`src/rtl/riscv_pipeline_ctrl.sv`:
```
// Hazard/stall controller driving hold and clear of every pipeline register.
// Ports: i_clk/i_rst, ID/EX hazard info, md/imem/dmem status in;
//   o_hold_* / o_clr_* per stage, o_md_timeout pulse, o_stall_cnt out.
module riscv_pipeline_ctrl #(
    parameter int MD_TIMEOUT = 64,
    parameter int CNT_W      = 32
) (
    input  logic             i_clk,
    input  logic             i_rst,
    input  logic [4:0]       i_id_rs1,
    input  logic [4:0]       i_id_rs2,
    input  logic             i_id_use_rs1,
    input  logic             i_id_use_rs2,
    input  logic [4:0]       i_ex_rd,
    input  logic             i_ex_is_load,
    input  logic             i_ex_br_taken,
    input  logic             i_md_start,
    input  logic             i_md_done,
    input  logic             i_imem_ready,
    input  logic             i_dmem_req,
    input  logic             i_dmem_ready,
    output logic             o_hold_pc,
    output logic             o_hold_ifid,
    output logic             o_hold_idex,
    output logic             o_hold_exmem,
    output logic             o_clr_ifid,
    output logic             o_clr_idex,
    output logic             o_clr_exmem,
    output logic             o_clr_memwb,
    output logic             o_md_timeout,
    output logic [CNT_W-1:0] o_stall_cnt
);

    localparam int TW = (MD_TIMEOUT > 1) ? $clog2(MD_TIMEOUT) : 1;
    localparam logic [TW-1:0] TMO_MAX = TW'(MD_TIMEOUT - 1);

    typedef enum logic {
        RUN,
        MD_WAIT
    } state_e;

    state_e            state_q, state_d;
    logic [TW-1:0]     tmo_q, tmo_d;
    logic [CNT_W-1:0]  cnt_q, cnt_d;

    logic dmem_stall;
    logic tmo_hit;
    logic load_use;

    assign dmem_stall = i_dmem_req & ~i_dmem_ready;
    assign tmo_hit    = (state_q == MD_WAIT) && (tmo_q == TMO_MAX);
    assign load_use   = i_ex_is_load && (i_ex_rd != 5'd0) &&
                        ((i_id_use_rs1 && (i_id_rs1 == i_ex_rd)) ||
                         (i_id_use_rs2 && (i_id_rs2 == i_ex_rd)));

    always_comb begin
        state_d      = state_q;
        tmo_d        = tmo_q;
        o_hold_pc    = 1'b0;
        o_hold_ifid  = 1'b0;
        o_hold_idex  = 1'b0;
        o_hold_exmem = 1'b0;
        o_clr_ifid   = 1'b0;
        o_clr_idex   = 1'b0;
        o_clr_exmem  = 1'b0;
        o_clr_memwb  = 1'b0;
        o_md_timeout = 1'b0;

        // Counter keeps running through dmem stalls; it parks at the
        // limit so the abort still fires once memory releases.
        if (state_q == MD_WAIT && tmo_q != TMO_MAX) begin
            tmo_d = tmo_q + 1'b1;
        end

        priority case (1'b1)
            dmem_stall: begin
                o_hold_pc    = 1'b1;
                o_hold_ifid  = 1'b1;
                o_hold_idex  = 1'b1;
                o_hold_exmem = 1'b1;
                o_clr_memwb  = 1'b1;
            end
            (state_q == MD_WAIT) && !i_md_done && !tmo_hit: begin
                o_hold_pc    = 1'b1;
                o_hold_ifid  = 1'b1;
                o_hold_idex  = 1'b1;
                o_clr_exmem  = 1'b1;
            end
            (state_q == MD_WAIT): begin
                // Done beats a coincident timeout: no abort pulse.
                state_d      = RUN;
                o_md_timeout = tmo_hit & ~i_md_done;
            end
            i_md_start: begin
                state_d      = MD_WAIT;
                tmo_d        = '0;
                o_hold_pc    = 1'b1;
                o_hold_ifid  = 1'b1;
                o_hold_idex  = 1'b1;
                o_clr_exmem  = 1'b1;
            end
            i_ex_br_taken: begin
                o_clr_ifid   = 1'b1;
                o_clr_idex   = 1'b1;
            end
            load_use: begin
                o_hold_pc    = 1'b1;
                o_hold_ifid  = 1'b1;
                o_clr_idex   = 1'b1;
            end
            !i_imem_ready: begin
                o_hold_pc    = 1'b1;
                o_clr_ifid   = 1'b1;
            end
            default: begin
            end
        endcase

        if (i_rst) begin
            o_hold_pc    = 1'b0;
            o_hold_ifid  = 1'b0;
            o_hold_idex  = 1'b0;
            o_hold_exmem = 1'b0;
            o_clr_ifid   = 1'b1;
            o_clr_idex   = 1'b1;
            o_clr_exmem  = 1'b1;
            o_clr_memwb  = 1'b1;
            o_md_timeout = 1'b0;
        end

        cnt_d = cnt_q;
        if (o_hold_pc && !(&cnt_q)) begin
            cnt_d = cnt_q + 1'b1;
        end
    end

    always_ff @(posedge i_clk) begin
        if (i_rst) begin
            state_q <= RUN;
            tmo_q   <= '0;
            cnt_q   <= '0;
        end else begin
            state_q <= state_d;
            tmo_q   <= tmo_d;
            cnt_q   <= cnt_d;
        end
    end

    assign o_stall_cnt = cnt_q;

endmodule

```
`config.mk`:
```
export PLATFORM = sky130hd
export DESIGN_NAME = riscv_pipeline_ctrl
export DESIGN_NICKNAME = d
export VERILOG_FILES = /design/src/rtl/riscv_pipeline_ctrl.sv
export SDC_FILE = /design/constraint.sdc
export NUM_CORES = 1
export LEC_CHECK = 0
export ABC_CLOCK_PERIOD_IN_PS = 7500
export BUFFER_PORTS_ARGS = -buffer_cell sky130_fd_sc_hd__buf_4
export CAP_MARGIN = 20
export CORE_ASPECT_RATIO = 0.6
export CORE_MARGIN = 5
export CORE_UTILIZATION = 38
export DETAILED_ROUTE_END_ITERATION = 10
export SYNTH_ARGS = -nofsm -noshare
export SYNTH_HDL_FRONTEND = slang
export SYNTH_SLANG_ARGS = --single-unit
```
`constraint.sdc`:
```
create_clock -name i_clk -period 7.5 [get_ports i_clk]
set_clock_uncertainty 0.2 [all_clocks]
set_input_delay 1.875 -clock i_clk [delete_from_list [all_inputs] [get_ports i_clk]]
set_output_delay 1.875 -clock i_clk [all_outputs]
set_load 0.05 [all_outputs]
```
==> flow_summary.yaml <==
setup_path:
  rr_worst_depth: 7
  cp_max_fo: 34
  cp_slowest_cell: "a221oi_1"
  path_cells: "buf_4, inv_1, and3_1, a221oi_1, o211ai_2, buf_4, buf_4"
  worstPathArrival_ns: 3.88
  end_kind: "primary output"
  reg2reg_slack_ns: 4.73
  path_class: "in2out"
  r2r_start: "o_stall_cnt[6]"
  cp_common_cell: "buf_4"
  slowest_delay_ns: 0.54
  startpoint_type: "input port"
  path_buf_inv: 4
  r2r_end: "o_stall_cnt[27]"
  path_delay_family: "buffers and inverters"
  cp.required_ns: 5.43
power:
  vdd_drop_max_v: 0.00006636
  powerDensity_nw_per_um2: 151.7
  p_leak_nw: 1.111
min_path:
  whs_path_depth: 2
  worstHoldPathType: "reg2reg"
  hold_end: "tmo_q[5]"
  worstHoldStart: "tmo_q[5]"
cts:
  clock_latency_ns: 0.29
  cts_resized: 0
  post-cts-setup-buffer-count: 0
  clkSlewWorstSetupHoldPaths_ns: 0.07
  htreeDepth: 2
  cts_tree: "yes"
  cts.sinks: 39
  clockBufferDepth: 2
  numCtsBuffers: 5
  postCtsHoldBufs: 0
  cts-root-buf: "clkbuf_8"
grt:
  grt_pass1_vias: 1846
  grt_first_pass_wirelength_um: 9390
  grt-ovfl-total: 0
  antenna_found_initial: 0
  grt_use_total: 0.1616
  grt_max_degree: 35
drt:
  drc_errors: 0
  via_count: 2090
  firstDrtPassIters: 5
  detail_route.vias_per_cell: 5.110
  drt-total-wl_um: 5825
  first_iter_violations: 131
  drt.antenna.violating_nets: 0
  wl_per_cell_um: 14.24
floorplan:
  start_util: 0.3929
  rows: 21
  coreArea_um2: 5570
  fp.dieW_um: 108.0
  dieHeight_um: 68.78
  ios: 67
  dieArea_um2: 7426
yosys:
  ys_async_sr_fraction: 0
  synth_seq_cells: 39
  ys.flop_type: "dfxtp_1"
  synth_nets: 292
  syn_avg_cell_area_um2: 8.289
  synth_edf_count: 0
  syn_area_um2: 2188
  synth_cell_type_count: 47
  yosys_warnings: 0
  synth-seq-area-share: 0.3568
  syn-instance-count: 264
timing:
  rsz0062_at_grt: "false"
  worst_pin_slew_ns: 0.7195
  slew_headroom: 0.5162
  fin_crit_sh: 0.7946
  setup_violations: 0
  worst_slack_ns: 1.541
  fin_tns_setup_ns: 0
  fin_crit_ns: 5.959
  slew_viol_final: 0
  fmax_mhz: 167.8
  finalHoldViolCount: 0
placed_design:
  place_congestion: 0.8081
  place_area_um2: 2739
  io_buffers: 66
  place_ws_ns: 1.578
  dpl.hpwl_um: 4428
final_layout:
  n_antenna_cell: 0
  fill_cells: 564
  finish.net_count: 356
  fin_area_um2: 2820
  syn_to_final_growth_pct: 28.87
  drive_gt1_frac: 0.2644
outcome:
  outcome: "finished clean"
job:
  max_cap_viol_count: 0
cell usage in the layout, fill, tap and decap left out, types with 4 or more instances in the layout:
master	instances
buf_4	67
dfxtp_1	39
nor2_1	36
xor2_1	28
nand3_1	18
nand2_1	18
nand4_1	13
inv_1	9
a21oi_1	8
or4_1	7
o21ai_0	7
nor3_1	7
xnor2_1	6
and3_1	5
o31ai_1	5
clkbuf_8	5
or3_1	4
cell type report:
cell class              instances  area, µm²  area share
clock buffers                   7      76.32     0.02706
clock inverters                 1      5.005    0.001775
inverters                       9      33.78     0.01198
multi-input cells             206       1321      0.4685
flip-flops and latches         39      780.7      0.2768
well taps                      80      100.1     0.03549
repair buffers                 67      503.0      0.1783
report_power, final:
part	internal [mW]	total, mW	switching (mW)	leakage, nW
Sequential	0.210	0.215	0.00490	0.315
Combinational	0.0276	0.0766	0.0489	0.754
Clock	0.0652	0.136	0.0711	0.0422
Total	0.303	0.428	0.125	1.11
cell usage after synthesis, types with 6 or more instances:
library cell,n,share of area
inv_1,9,0.015
a21oi_1,8,0.018
nand2_1,18,0.031
or4_1,7,0.024
nor3_1,7,0.016
xnor2_1,6,0.024
nand4_1,13,0.037
nand3_1,18,0.041
xor2_1,28,0.11
o21ai_0,7,0.016
nor2_1,36,0.062
dfxtp_1,39,0.36
cells by family (layout without fill, tap and decap cells):
logic type	after synthesis	after routing	synth area share
simple gates	136	136	0.3465
flops	39	39	0.3568
xor+xnor	34	34	0.1361
compound gates	31	31	0.09377
buf+inv	19	84	0.03945
mux	3	3	0.01601
fa+ha+maj	2	2	0.01143
per-stage QoR:
step                      cells  hold WS, ns  power (mW)    util
final                       409       0.3144      0.4279  0.5063
after global routing        409       0.3669      0.4483  0.5063
after CTS                   409       0.3196      0.4339  0.5063
after detailed placement    401       0.2994      0.2964  0.4917
after global placement      401       0.2978      0.2961  0.4917
after floorplan             264       0.2722      0.2702       -
metal layers:
metal | global-route usage | part of all wire | vias to the layer above
met5 | 0 | 0 | -
met3 | 0.03628 | 0.060 | 5
met2 | 0.2268 | 0.41 | 57
met1 | 0.2438 | 0.52 | 953
met4 | 0.04724 | 0.010 | 0
li1 | - | - | 1075
sequential cells by signal, indices dropped and copies added (netlist names):
signal / cells
o_stall_cnt: 32
state_q: 1
tmo_q: 6
tightest hold or removal path: cells and delay by family, from the launching register on:
family | cells | cell delay, ns
and+or+nand+nor | 1 | 0.07
DFF | 1 | 0.34
xor gates and xnor gates | 1 | 0.07
worst max-delay path by stage:
stage	start	end	slack (ns)	cells after the start
global placement	i_rst	o_hold_pc	1.65	7
global route	i_rst	o_hold_pc	1.40	7
CTS	i_rst	o_hold_pc	1.57	7
floorplan	i_rst	o_md_timeout	1.17	4
detailed placement	i_rst	o_hold_pc	1.58	7
finish	i_rst	o_hold_pc	1.54	7
Power figures use the tool's default switching activity.
